--- config.mk ---
export PLATFORM = sky130hd
export DESIGN_NAME = wb_rr_arbiter
export DESIGN_NICKNAME = d
export VERILOG_FILES = /design/src/rtl/wb_rr_arbiter.sv
export SDC_FILE = /design/constraint.sdc
export NUM_CORES = 1
export LEC_CHECK = 0
export ABC_AREA = 1
export CORE_AREA = 2 2 98 100
export CTS_CLUSTER_DIAMETER = 40
export DETAILED_ROUTE_END_ITERATION = 10
export DIE_AREA = 0 0 100 102
export GPL_TIMING_DRIVEN = 0
export PLACE_DENSITY_LB_ADDON = 0.2
export RECOVER_POWER = 25
export SLEW_MARGIN = 10
export SYNTH_ARGS = -nofsm -noshare
export SYNTH_HDL_FRONTEND = slang
export SYNTH_SLANG_ARGS = --single-unit
--- constraint.sdc ---
create_clock -name i_clk -period 1.7 [get_ports i_clk]
set_input_delay 0.255 -clock i_clk [delete_from_list [all_inputs] [get_ports i_clk]]
set_output_delay 0.255 -clock i_clk [all_outputs]
set_load 0.01 [all_outputs]
--- src/rtl/wb_rr_arbiter.sv ---
// N-master Wishbone arbiter: round-robin or fixed-priority grant, the grant
// is held for the owner's whole cyc (bursts never split), and a per-strobe
// watchdog forces an error onto hung slave accesses.
module wb_rr_arbiter #(
  parameter int N_MASTERS = 4,
  parameter int ADDR_W    = 24,
  parameter int DATA_W    = 16,
  parameter int SEL_W     = 2,
  parameter int PRIO_MODE = 0,
  parameter int TIMEOUT   = 255
) (
  input  logic                          i_clk,
  input  logic                          i_rst,
  input  logic [N_MASTERS-1:0]          i_wb_cyc,
  input  logic [N_MASTERS-1:0]          i_wb_stb,
  input  logic [N_MASTERS-1:0]          i_wb_we,
  input  logic [N_MASTERS-1:0]          i_wb_4_burst,
  input  logic [N_MASTERS-1:0]          i_wb_8_burst,
  input  logic [N_MASTERS*ADDR_W-1:0]   i_wb_adr,
  input  logic [N_MASTERS*DATA_W-1:0]   i_wb_o_dat,
  input  logic [N_MASTERS*SEL_W-1:0]    i_wb_sel,
  output logic [N_MASTERS-1:0]          o_wb_ack,
  output logic [N_MASTERS-1:0]          o_wb_err,
  output logic                          owb_cyc,
  output logic                          owb_stb,
  output logic                          owb_we,
  output logic                          owb_4_burst,
  output logic                          owb_8_burst,
  output logic [ADDR_W-1:0]             owb_adr,
  output logic [DATA_W-1:0]             owb_o_dat,
  output logic [SEL_W-1:0]              owb_sel,
  input  logic                          owb_ack,
  input  logic                          owb_err,
  output logic [N_MASTERS-1:0]          o_grant,
  output logic                          o_timeout
);

  localparam int IW = $clog2(N_MASTERS);
  localparam int CW = (TIMEOUT > 0) ? $clog2(TIMEOUT + 1) : 1;

  logic          vld_q, vld_d;
  logic [IW-1:0] own_q, own_d;
  logic [IW-1:0] last_q, last_d;
  logic [CW-1:0] wd_q, wd_d;

  logic          win_found;
  logic [IW-1:0] win_idx;
  logic          own_cyc;
  logic          wd_fire;

  assign own_cyc = i_wb_cyc[own_q];
  assign wd_fire = (TIMEOUT != 0) && vld_q && (wd_q == CW'(TIMEOUT));

  // Winner search; loops run backwards so the last hit is the first in search order
  always_comb begin
    win_found = 1'b0;
    win_idx   = '0;
    if (PRIO_MODE != 0) begin
      for (int i = N_MASTERS - 1; i >= 0; i--) begin
        if (i_wb_cyc[i]) begin
          win_found = 1'b1;
          win_idx   = IW'(i);
        end
      end
    end else begin
      for (int k = N_MASTERS; k >= 1; k--) begin
        if (i_wb_cyc[(int'(last_q) + k) % N_MASTERS]) begin
          win_found = 1'b1;
          win_idx   = IW'((int'(last_q) + k) % N_MASTERS);
        end
      end
    end
  end

  // Grant hold/release: re-arbitrate only when idle or the owner drops cyc
  always_comb begin
    vld_d  = vld_q;
    own_d  = own_q;
    last_d = last_q;
    if (!vld_q || !own_cyc) begin
      vld_d = win_found;
      if (win_found) begin
        own_d  = win_idx;
        last_d = win_idx;
      end
    end
  end

  // Watchdog counts stalled strobe cycles; any termination, stb drop, release or fire clears it
  always_comb begin
    wd_d = '0;
    if ((TIMEOUT != 0) && owb_stb && own_cyc && !owb_ack && !owb_err)
      wd_d = wd_q + 1'b1;
  end

  // State registers
  always_ff @(posedge i_clk) begin
    if (i_rst) begin
      vld_q  <= 1'b0;
      own_q  <= '0;
      last_q <= IW'(N_MASTERS - 1);
      wd_q   <= '0;
    end else begin
      vld_q  <= vld_d;
      own_q  <= own_d;
      last_q <= last_d;
      wd_q   <= wd_d;
    end
  end

  // Shared-bus mux from the current owner; everything low when idle
  always_comb begin
    owb_cyc     = 1'b0;
    owb_stb     = 1'b0;
    owb_we      = 1'b0;
    owb_4_burst = 1'b0;
    owb_8_burst = 1'b0;
    owb_adr     = '0;
    owb_o_dat   = '0;
    owb_sel     = '0;
    o_grant     = '0;
    if (vld_q) begin
      owb_cyc     = own_cyc;
      owb_stb     = i_wb_stb[own_q] & ~wd_fire;
      owb_we      = i_wb_we[own_q];
      owb_4_burst = i_wb_4_burst[own_q];
      owb_8_burst = i_wb_8_burst[own_q];
      owb_adr     = i_wb_adr[int'(own_q)*ADDR_W +: ADDR_W];
      owb_o_dat   = i_wb_o_dat[int'(own_q)*DATA_W +: DATA_W];
      owb_sel     = i_wb_sel[int'(own_q)*SEL_W +: SEL_W];
      o_grant[own_q] = 1'b1;
    end
  end

  // Per-master termination: only the owner sees ack/err
  for (genvar g = 0; g < N_MASTERS; g++) begin : g_term
    logic is_own;
    assign is_own      = vld_q && (own_q == IW'(g));
    assign o_wb_ack[g] = is_own && owb_ack;
    assign o_wb_err[g] = is_own && (owb_err || wd_fire);
  end

  assign o_timeout = wd_fire;

endmodule

==> impl_summary.txt <==
----------------------------------------------------
[Logic synthesis]
  Sequential element share of the synthesized area ... 12.2%
  Cell count after synthesis ... 357
  Syn. warnings ... 0
  Area share of the largest cell type after synthesis ... 24.3%
  Post-synthesis cell type count ... 25
  Yosys top cell by area ... sky130_fd_sc_hd__nand3_1
  Count of state elements after synthesis ... 13
  Netlist area before placement ... 2120 um2
  Average size of a mapped cell ... 5.95 um2
  Syn Nets ... 550
  Top post-synthesis cells by area ... sky130_fd_sc_hd__nand3_1, sky130_fd_sc_hd__a22oi_1, sky130_fd_sc_hd__a31oi_1

[Clock network]
  Insertion delay of the later-clocked pin in the worst-skew pair ... 0.24 ns
  Clock tree root buffer cell ... sky130_fd_sc_hd__clkbuf_8
  Deepest clock path buffer count ... 2
  Count of clock tree sinks ... 13
  H-tree depth ... 1
  Number of buffers added by the clock tree synthesis step ... 3
  Hold buffers post-CTS ... 0
  Clock slew at reported path FFs ... 0.06 ns
  Clock tree from TritonCTS ... yes

[Status]
  Violated checks ... setup timing
  Status ... finished with violations

[Setup path]
  Critical setup path kind ... reg -> out
  CP max FO ... 10
  Endpoint type of the worst setup path ... output port
  Type of element launching the critical path ... register
  Worst Path Arrival ... 1.66 ns
  Required time of the critical path ... 1.44 ns

[Routing]
  Detail Route Antenna Nets ... 0
  Initial detailed-routing violation count ... 170
  Number of design rule violations left after detail routing ... 0
  Wirelength per Cell ... 19.6 um
  Overall via count from detail_route ... 3987
  Iteration count of the initial detailed-routing pass ... 5
  Routed wire length ... 14.8 mm
  Vias per cell ... 5.27

[Timing]
  Max-slew violation count ... 0
  Final Critical Period ... 1.91 ns
  Number of endpoints failing setup at the final stage ... 52
  Hold Violations, Final ... 0
  PnR worst setup slack ... -0.210 ns
  RSZ-0062 raised after global routing ... true
  Clock Skew ... 0.00238 ns
  Slew Limit Headroom ... 60.6%
  Actual slew at the worst max-slew pin ... 0.591 ns
  Maximum achievable frequency ... 0.524 GHz
  Final period util ... 112%

[Placed design]
  Final HPWL DP ... 11.2 mm
  DP Cell Count ... 719
  Weighted congestion at the end of routability-driven global placement ... 0.934
  Number of port buffers ... 251

[Die]
  Effective utilization at floorplan ... 23.3%
  Die width ... 100 um
  Row cnt ... 35
  Placeable core region ... 9110 um2
  Die area ... 10200 um2
  Num ports ... 252
  Vertical die dimension ... 102 um

[Power and ir drop]
  Post-route total power ... 6500 uW
  Power density cells ... 1180 nW/um2
  Leak pwr ... 0.00219 uW
  Worst VDD drop ... 0.818 mV

[Global route]
  First-pass GRT wire length ... 20.6 mm
  Antenna violations before repair ... 0
  Pin count of the biggest net entering global routing ... 11
  Remaining global-route overflow ... 0
  Via count of the first global-routing pass ... 3846
  Overall global routing resource usage ... 25.6%

[Final layout]
  Antenna cells ... 0
  Post-route non-filler standard cell count ... 756
  Number of fillers in the final layout ... 850
  Share of final-layout standard cells stronger than drive strength 1 ... 31.5%
  Final #Nets ... 839
  Synth-to-Final Area Change ... 160%
  Most common cell after layout, fill and taps aside ... sky130_fd_sc_hd__clkdlybuf4s50_1
  Most frequent cells in the layout ... sky130_fd_sc_hd__clkdlybuf4s50_1, sky130_fd_sc_hd__nand3_1, sky130_fd_sc_hd__buf_2

[Min path]
  Type of the tightest min-delay check ... reg -> reg

[Run]
  Max-cap viol count ... 0

----------------------------------------------------
==> layer usage <==
layer  vias to the layer above  track usage (%)  share of wire [%]
li1                       1912                -                  -
met1                      1878             30.6                 38
met2                       179             46.3                 51
met3                        18             6.91                9.0
met4                         0             5.06                1.8
met5                         -                0                  0
==> logic make-up (layout without fill, tap and decap cells) <==
kind of cell | Yosys count | in the layout | share of synthesized area, %
and+or+nand+nor | 181 | 181 | 42.1
buffers and inverters | 60 | 348 | 12.0
adders and majority gates | 1 | 1 | 0.589
xor gates and xnor gates | 6 | 6 | 2.47
AOI/OAI and AO/OA | 96 | 96 | 30.7
DFF | 13 | 13 | 12.2
==> registers in the layout (all words and copies together), names as in the netlist <==
| name | flops |
|---|---|
| last_q | 2 |
| vld_q | 1 |
| own_q | 2 |
| wd_q | 8 |
==> cells in the mapped netlist, drive strengths merged <==
master and n:
a21oi 4, a22oi 46, a31oi 45, and2 1, and3 1, buf 22, clkbuf 17, dfxtp 13
ha 1, inv 21, nand2 44, nand3 103, nand4 2, nor2 11, nor3 17, nor4 1
o21ai 1, or2 1, xnor2 3, xor2 3
==> power by group <==
group          leakage [uW]  switching [uW]  total, uW  internal, uW
clock             0.0000228             112        278           166
sequential         0.000109            72.6        436           363
combinational       0.00206            2870       5790          2920
==> path summary, 6_finish.rpt <==
check	from	to	slack, ns	cells past startpoint
hold / removal	wd_q[0]	wd_q[0]	0.54	2
setup reg to reg	own_q[1]	wd_q[2]	0.10	10
setup / recovery	own_q[0]	owb_o_dat[11]	-0.21	7
hold reg to reg	wd_q[0]	wd_q[0]	0.54	2
==> layout make-up <==
| type | count | area [um2] | share of cell area [%] |
|---|---|---|---|
| Clock buffer | 4 | 45.0 | 0.816 |
| Sequential cell | 13 | 274 | 4.97 |
| Timing Repair Buffer | 287 | 2650 | 48.1 |
| Tap cell | 111 | 139 | 2.52 |
| Multi-Input combinational cell | 284 | 1910 | 34.6 |
| Inverter | 21 | 91.3 | 1.66 |
| Buffer | 36 | 403 | 7.30 |
==> critical path, cell delays in order (launching register included) <==
cell,delay (ns)
sky130_fd_sc_hd__dfxtp_4,0.39
sky130_fd_sc_hd__inv_4,0.05
sky130_fd_sc_hd__nor2_4,0.14
sky130_fd_sc_hd__buf_12,0.16
sky130_fd_sc_hd__buf_8,0.14
sky130_fd_sc_hd__a22oi_1,0.08
sky130_fd_sc_hd__a31oi_1,0.25
sky130_fd_sc_hd__buf_2,0.19
==> through the flow <==
step | hold slack, ns | instance area [um2] | utilization [%] | setup slack [ns] | setup TNS [ns]
after CTS | 0.525 | 5200 | 57.1 | -0.221 | -4.94
after global routing | 0.550 | 5520 | 60.6 | -0.229 | -7.91
after floorplan | 0.324 | 2120 | - | 0.0533 | 0
after detailed placement | 0.459 | 4780 | 52.4 | -0.741 | -31.79
after global placement | 0.446 | 4780 | 52.4 | -0.748 | -31.00
final | 0.540 | 5520 | 60.6 | -0.210 | -4.39
==> timing repair <==
item	CTS	global route
gates resized for setup	369	83
setup buffers	24	11
hold endpoints to repair	0	0
cloned	1	4
pin swaps	22	32
setup endpoints to repair	60	63
Note: power is estimated with default switching activity, not from simulation.
